### src/rtl/mux_cfg_shadow_chain.sv
// Configuration chain with an atomic shadow register feeding the mux trees' sram/sram_inv.
// Bits shift in serially under valid/ready. A commit then copies the full frame into the shadow,
// so the routing muxes never see a partially shifted select value.
module mux_cfg_shadow_chain #(
    parameter int unsigned NUM_MUX = 4,
    parameter int unsigned SRAM_W  = 6,
    localparam int unsigned TOTAL  = NUM_MUX * SRAM_W
) (
    input  logic             prog_clk,
    input  logic             prog_reset_n,
    input  logic             ccff_head,
    input  logic             ccff_valid,
    output logic             ccff_ready,
    output logic             ccff_tail,
    input  logic             cfg_commit,
    input  logic             cfg_abort,
    output logic             commit_ack,
    output logic             frame_full,
    output logic             err_commit,
    output logic [TOTAL-1:0] mem_out,
    output logic [TOTAL-1:0] mem_outb
);

    localparam int unsigned CNT_W = $clog2(TOTAL + 1);
    localparam logic [CNT_W-1:0] TotalCnt = CNT_W'(TOTAL);

    typedef enum logic [1:0] {
        StIdle,
        StShift,
        StFull
    } state_e;

    state_e             state_q, state_d;
    logic [TOTAL-1:0]   chain_q, chain_d;
    logic [TOTAL-1:0]   shadow_q, shadow_d;
    logic [CNT_W-1:0]   bit_cnt_q, bit_cnt_d;
    logic               ack_q, ack_d;
    logic               err_q, err_d;
    logic               handshake;
    logic [CNT_W-1:0]   cnt_inc;

    assign ccff_ready = (state_q != StFull);
    assign handshake  = ccff_valid & ccff_ready;
    assign cnt_inc    = bit_cnt_q + CNT_W'(1);

    // Next-state: abort overrides everything, including a commit in the same cycle.
    always_comb begin
        state_d   = state_q;
        chain_d   = chain_q;
        shadow_d  = shadow_q;
        bit_cnt_d = bit_cnt_q;
        ack_d     = 1'b0;
        err_d     = err_q;

        if (cfg_commit && (state_q != StFull)) begin
            err_d = 1'b1;
        end

        if (cfg_abort) begin
            // Chain contents stay but can no longer be committed.
            bit_cnt_d = '0;
            state_d   = StIdle;
        end else begin
            unique case (state_q)
                StIdle, StShift: begin
                    if (handshake) begin
                        // Shift form also works when TOTAL is 1.
                        chain_d   = (chain_q << 1) | TOTAL'(ccff_head);
                        bit_cnt_d = cnt_inc;
                        state_d   = (cnt_inc == TotalCnt) ? StFull : StShift;
                    end
                end
                StFull: begin
                    if (cfg_commit) begin
                        shadow_d  = chain_q;
                        ack_d     = 1'b1;
                        bit_cnt_d = '0;
                        state_d   = StIdle;
                    end
                end
                default: begin
                    state_d = StIdle;
                end
            endcase
        end
    end

    // State registers; reset clears the shadow so every mux falls back to its const1 path.
    always_ff @(posedge prog_clk or negedge prog_reset_n) begin
        if (!prog_reset_n) begin
            state_q   <= StIdle;
            chain_q   <= '0;
            shadow_q  <= '0;
            bit_cnt_q <= '0;
            ack_q     <= 1'b0;
            err_q     <= 1'b0;
        end else begin
            state_q   <= state_d;
            chain_q   <= chain_d;
            shadow_q  <= shadow_d;
            bit_cnt_q <= bit_cnt_d;
            ack_q     <= ack_d;
            err_q     <= err_d;
        end
    end

    assign ccff_tail  = chain_q[TOTAL-1];
    assign frame_full = (state_q == StFull);
    assign commit_ack = ack_q;
    assign err_commit = err_q;
    assign mem_out    = shadow_q;
    assign mem_outb   = ~shadow_q;

endmodule
### config.mk
export PLATFORM = sky130hd
export DESIGN_NAME = mux_cfg_shadow_chain
export DESIGN_NICKNAME = d
export VERILOG_FILES = /design/src/rtl/mux_cfg_shadow_chain.sv
export SDC_FILE = /design/constraint.sdc
export NUM_CORES = 1
export LEC_CHECK = 0
export CAP_MARGIN = 5
export CORE_MARGIN = 2
export CORE_UTILIZATION = 53
export DETAILED_ROUTE_END_ITERATION = 12
export DONT_BUFFER_PORTS = 1
export PLACE_DENSITY = 0.79
export SYNTH_ARGS = -nofsm -noshare
export SYNTH_HDL_FRONTEND = slang
export SYNTH_SLANG_ARGS = --single-unit
### constraint.sdc
create_clock -name prog_clk -period 2.2 [get_ports prog_clk]
set_input_delay 0.22 -clock prog_clk [delete_from_list [all_inputs] [get_ports prog_clk]]
set_output_delay 0.22 -clock prog_clk [all_outputs]
set_load 0.02 [all_outputs]
Word-level counts from Yosys, hierarchy flattened
Cells that the tools add are included.
{"block": "totals", "ff_bits": 57, "inputBits": 6, "output_inout_bits": 53, "wordCells": 37}
{"block": "classes", "addsub": 1, "n_eq_ne": 6, "n_mux": 12, "bitwise": 4, "n_reduce_logical": 8}
{"op": "24-bit NOT", "n": 1}
{"op": "24-bit by 1-bit bitwise OR with 24-bit output", "n": 1}
{"op": "5-bit two-way mux", "n": 3}
{"op": "5-bit case mux with 2 select lines", "n": 1}
{"op": "3-bit AND reduction", "n": 3}
{"op": "2-bit two-way mux", "n": 4}
{"op": "3-bit inequality test, second input constant", "n": 2}
{"op": "5-bit by 1-bit adder with 5-bit output, second input constant", "n": 1}
{"op": "5-bit equality test, second input constant", "n": 1}
{"op": "2-bit case mux with 2 select lines", "n": 1}
{"op": "1-bit two-way mux", "n": 3}
{"op": "3-bit nonzero test", "n": 1}
{"op": "2-bit by 1-bit equality test with 1-bit output, second input constant", "n": 1}
{"op": "2-bit equality test, second input constant", "n": 1}
{"op": "2-bit logical NOT", "n": 1}
{"op": "2-bit inequality test, second input constant", "n": 1}
{"op": "2-bit AND reduction", "n": 1}
{"op": "2-bit OR reduction", "n": 1}
{"op": "1-bit bitwise AND", "n": 1}
{"op": "1-bit logical AND", "n": 1}
{"op": "1-bit NOT", "n": 1}

Logic depth before layout (Yosys ltp)
{"block": "logic_depth", "ltp_word": 6, "ltp_mapped": 5, "ltp_nobuf": 4}

Least setup slack after synthesis
Ideal clock, no wire load.
{"block": "synth_timing", "kind": "register -> register", "startpoint": "register state_q[0]", "endpoint": "register shadow_q[0] (netlist: mem_out[0])", "setup_time_ns": 0.125, "arrival_time_ns": 1.502, "required_ns": 2.075, "slack_ns": 0.574, "stages_incl_launch_ff": 5, "n_path_buf": 1, "synth_period_minus_slack_ns": 1.626, "cell_sequence": "dfrtp_1 -> nand2b_2 -> nor3b_4 -> buf_6 -> mux2_2"}
{"block": "synth_via", "elab_chain_len": 2}
{"element": "from (decl)", "line_no": "33", "text": "state_e state_q, state_d;"}
{"element": "from (signal assigned)", "line_no": "91", "text": "state_q <= StIdle;"}
{"element": "from (signal assigned)", "line_no": "98", "text": "state_q <= state_d;"}
{"element": "2-bit equality test", "line_no": "64", "text": "unique case (state_q)"}
{"element": "3-bit AND reduction (no source line)"}
{"element": "to (signal assigned)", "line_no": "100", "text": "shadow_q <= shadow_d;"}
{"element": "to (decl)", "line_no": "35", "text": "logic [TOTAL-1:0] shadow_q, shadow_d;"}
Every way passes these cells.
A chain may end at the register's enable or synchronous reset.

Worst setup path after layout
{"block": "layout_timing", "startpoint": "register state_q[1]", "endpoint": "register state_q[1]"}
{"block": "layout_via", "elab_chain_len": 4, "word_cells_on_any_way": 11}
{"element": "2-bit by 1-bit equality test with 1-bit output, or another cell as far along", "line_no": "64"}
{"element": "2-bit OR reduction or 1-bit bitwise AND (tied branches)", "line_no": "64, 43"}
{"element": "2-bit case mux with 2 select lines or 3-bit inequality test (tied branches)"}
{"element": "2-bit two-way mux or 2-bit AND reduction (tied branches)"}
Parallel ways exist; a longest one is shown, timed or not.

==> results_dict.tcl <==
set metrics [dict create \
    run_status "finished clean" \
    max_slew_margin_pct 58.7 \
    path_max_fanout 29 \
    async_flop_share_pct 100 \
    viasPerCell 5.61 \
    grt_overflow 0 \
    die_area_mm2 0.00492 \
    nets 181 \
    port_buffers 0 \
    core_area_mm2 0.00429 \
    post-route-period-util_pct 86.3 \
    finish.instance_area_mm2 0.00261 \
    rsz0062_at_grt "no" \
    vias 1297 \
    synthCells 162 \
    worst_path_dominant_cell_family "buffers and inverters" \
    grt_pass1_vias 1423 \
    dp.cells 211 \
    power_mw 2.41 \
    p_per_area_mw_per_mm2 923 \
    final_util_pct 60.8 \
    nFillCells 355 \
    synthFlopType "dfrtp_1" \
    postRouteAntennaNets 0 \
    cp_cell_sequence "nor3b_2 > buf_4 > nand3_1 > o32ai_1 > dlygate4sd3_1" \
    synth.avg_cell_area_um2 14.3 \
    syn_area_mm2 0.00232 \
    grt_usage_pct 18.0 \
    path_buf_inv 2 \
    grt_pass1_wl_um 6700 \
    die_w_um 70.1 \
    clock_latency_ns 0.32 \
    ys_warn_count 0 \
    synth_seq_cells 57 \
    antenna_found_initial 0 \
    cap_violations 0 \
    die_h_um 70.1 \
    final_cells 231 \
    critPathSlowestCell "dlygate4sd3_1" \
    worst-setup-path-type "reg -> reg" \
    dp_hpwl_um 2570 \
    start_kind "flip-flop" \
    cp.required_ns 2.46 \
    initial_core_util_pct 54.0 \
    yosysTopAreaCellShare_pct 61.5 \
    synth_edf_count 0 \
    slew_violations 0 \
    root_buffer "clkbuf_8" \
    yosysTopAreaCell "dfrtp_1" \
    hold_violations 0 \
    antenna_cells 0 \
    critPathArrivalTime_ns 2.16 \
    grt_max_degree 58 \
    clock_skew_ns 0.00472 \
    cts-htree-levels 3 \
    post_cts_buffers 0 \
    ios 59 \
    finalCriticalPeriod_ns 1.90 \
    clock-sinks 57 \
    r2r_setup_slack_ns 0.30 \
    worst_pin_slew_ns 0.620 \
    cts_buffers 9 \
    yosysMostFrequentCell "dfrtp_1" \
    synth_cell_types 22 \
    netlist_top_cells_area "dfrtp_1, mux2_2, inv_1" \
    clockBufferDepth 2 \
    yosysSeqAreaShare_pct 61.5 \
    wl_per_cell_um 16.6 \
    setup_tns_ns 0 \
    syn2layout_area_growth_pct 12.6 \
    wl_um 3850 \
    hold_path_class "in -> reg" \
    crit_path_end_kind "flip-flop" \
    synthTopCellsByCount "dfrtp_1, mux2_2, inv_1" \
    drtIter0Drc 69 \
    post_dp_cell_area_mm2 0.00236 \
    cts_tree "built" \
    drcViolationCount 0 \
    finalSetupViolCount 0 \
    fmax_mhz 527 \
    fp-row-count 24 \
    place.gp.congestion 0.919 \
    firstDrtPassIters 3 \
    synthesis.nets 169 \
    p_leak_nw 1.23 \
    layout-drive-gt1-share_pct 38.5 \
    clk_pin_slew_ns 0.06 \
    ir_drop_v 0.000505 \
    max_stage_delay_ns 0.58 \
]
[power by group]
group	internal, mW	leakage (nW)	switching, mW
combinational	0.126	0.365	0.0667
sequential	1.19	0.764	0.0991
clock	0.551	0.0974	0.378
[registers in the layout, summed over array words and instances, names as in the netlist]
register / count
bit_cnt_q: 5
chain_q: 24
commit_ack: 1
err_commit: 1
mem_out: 24
state_q: 2
[through the flow]
stage | hold slack (ns) | setup WS, ns
after floorplan | -0.0756 | 0.574
after global placement | -0.0741 | 0.532
after detailed placement | -0.0742 | 0.421
after CTS | 0.0274 | 0.297
after global routing | 0.0304 | 0.195
final | 0.0474 | 0.301
[cells by family after synthesis]
| kind of cell | after synthesis | synth area share (%) |
|---|---|---|
| AOI/OAI and AO/OA | 11 | 3.83 |
| xor gates and xnor gates | 3 | 1.13 |
| adders and majority gates | 1 | 0.540 |
| buffers and inverters | 31 | 5.94 |
| DFF | 57 | 61.5 |
| muxes | 49 | 23.8 |
| and+or+nand+nor | 10 | 3.24 |
[per-layer routing]
metal	routed length [um]	track usage, %	vias up	share of wire, %
li1	-	-	570	-
met1	1600	20.6	669	41
met2	1920	28.3	49	50
met3	256	9.09	9	6.7
met4	76	8.55	0	2.0
met5	0	0	-	0
[final timing paths]
| check | start | to | depth (start not counted) |
|---|---|---|---|
| hold reg to reg | chain_q[16] | chain_q[17] | 1 |
| min in group asynchronous | prog_reset_n | bit_cnt_q[0] | 2 |
| max in group asynchronous | prog_reset_n | chain_q[1] | 2 |
| setup / recovery | state_q[1] | state_q[1] | 5 |
| hold / removal | ccff_head | chain_q[0] | 1 |
| setup reg to reg | state_q[1] | state_q[1] | 5 |
[final cells by class]
class	instances	area [um^2]	share of cell area, %
clock inverter	3	40.0	1.53
inverter	26	97.6	3.74
timing repair buffer	6	72.6	2.78
clock buffer	13	149	5.70
sequential	57	1430	54.7
multi-input combinational	74	759	29.1
tap	52	65.1	2.49
[what timing repair did]
action | in CTS | in global routing
setup endpoints to repair | 0 | 0
hold buffers | 4 | 0
resized for setup | 0 | 0
endpoints found under the hold margin | 59 | 0
[placed cells by master (no fill, tap or decap), types with 2 or more instances in the layout]
cell type	Yosys	final
a22o_1	3	3
mux2_2	49	49
a21o_1	2	2
clkbuf_1	0	3
dfrtp_1	57	57
a21oi_1	2	2
clkbuf_8	0	10
nand3_1	4	4
buf_4	1	2
clkinv_2	0	2
xnor2_1	3	3
inv_1	26	26
dlygate4sd3_1	0	3
Note: power is estimated with default switching activity, not from simulation.
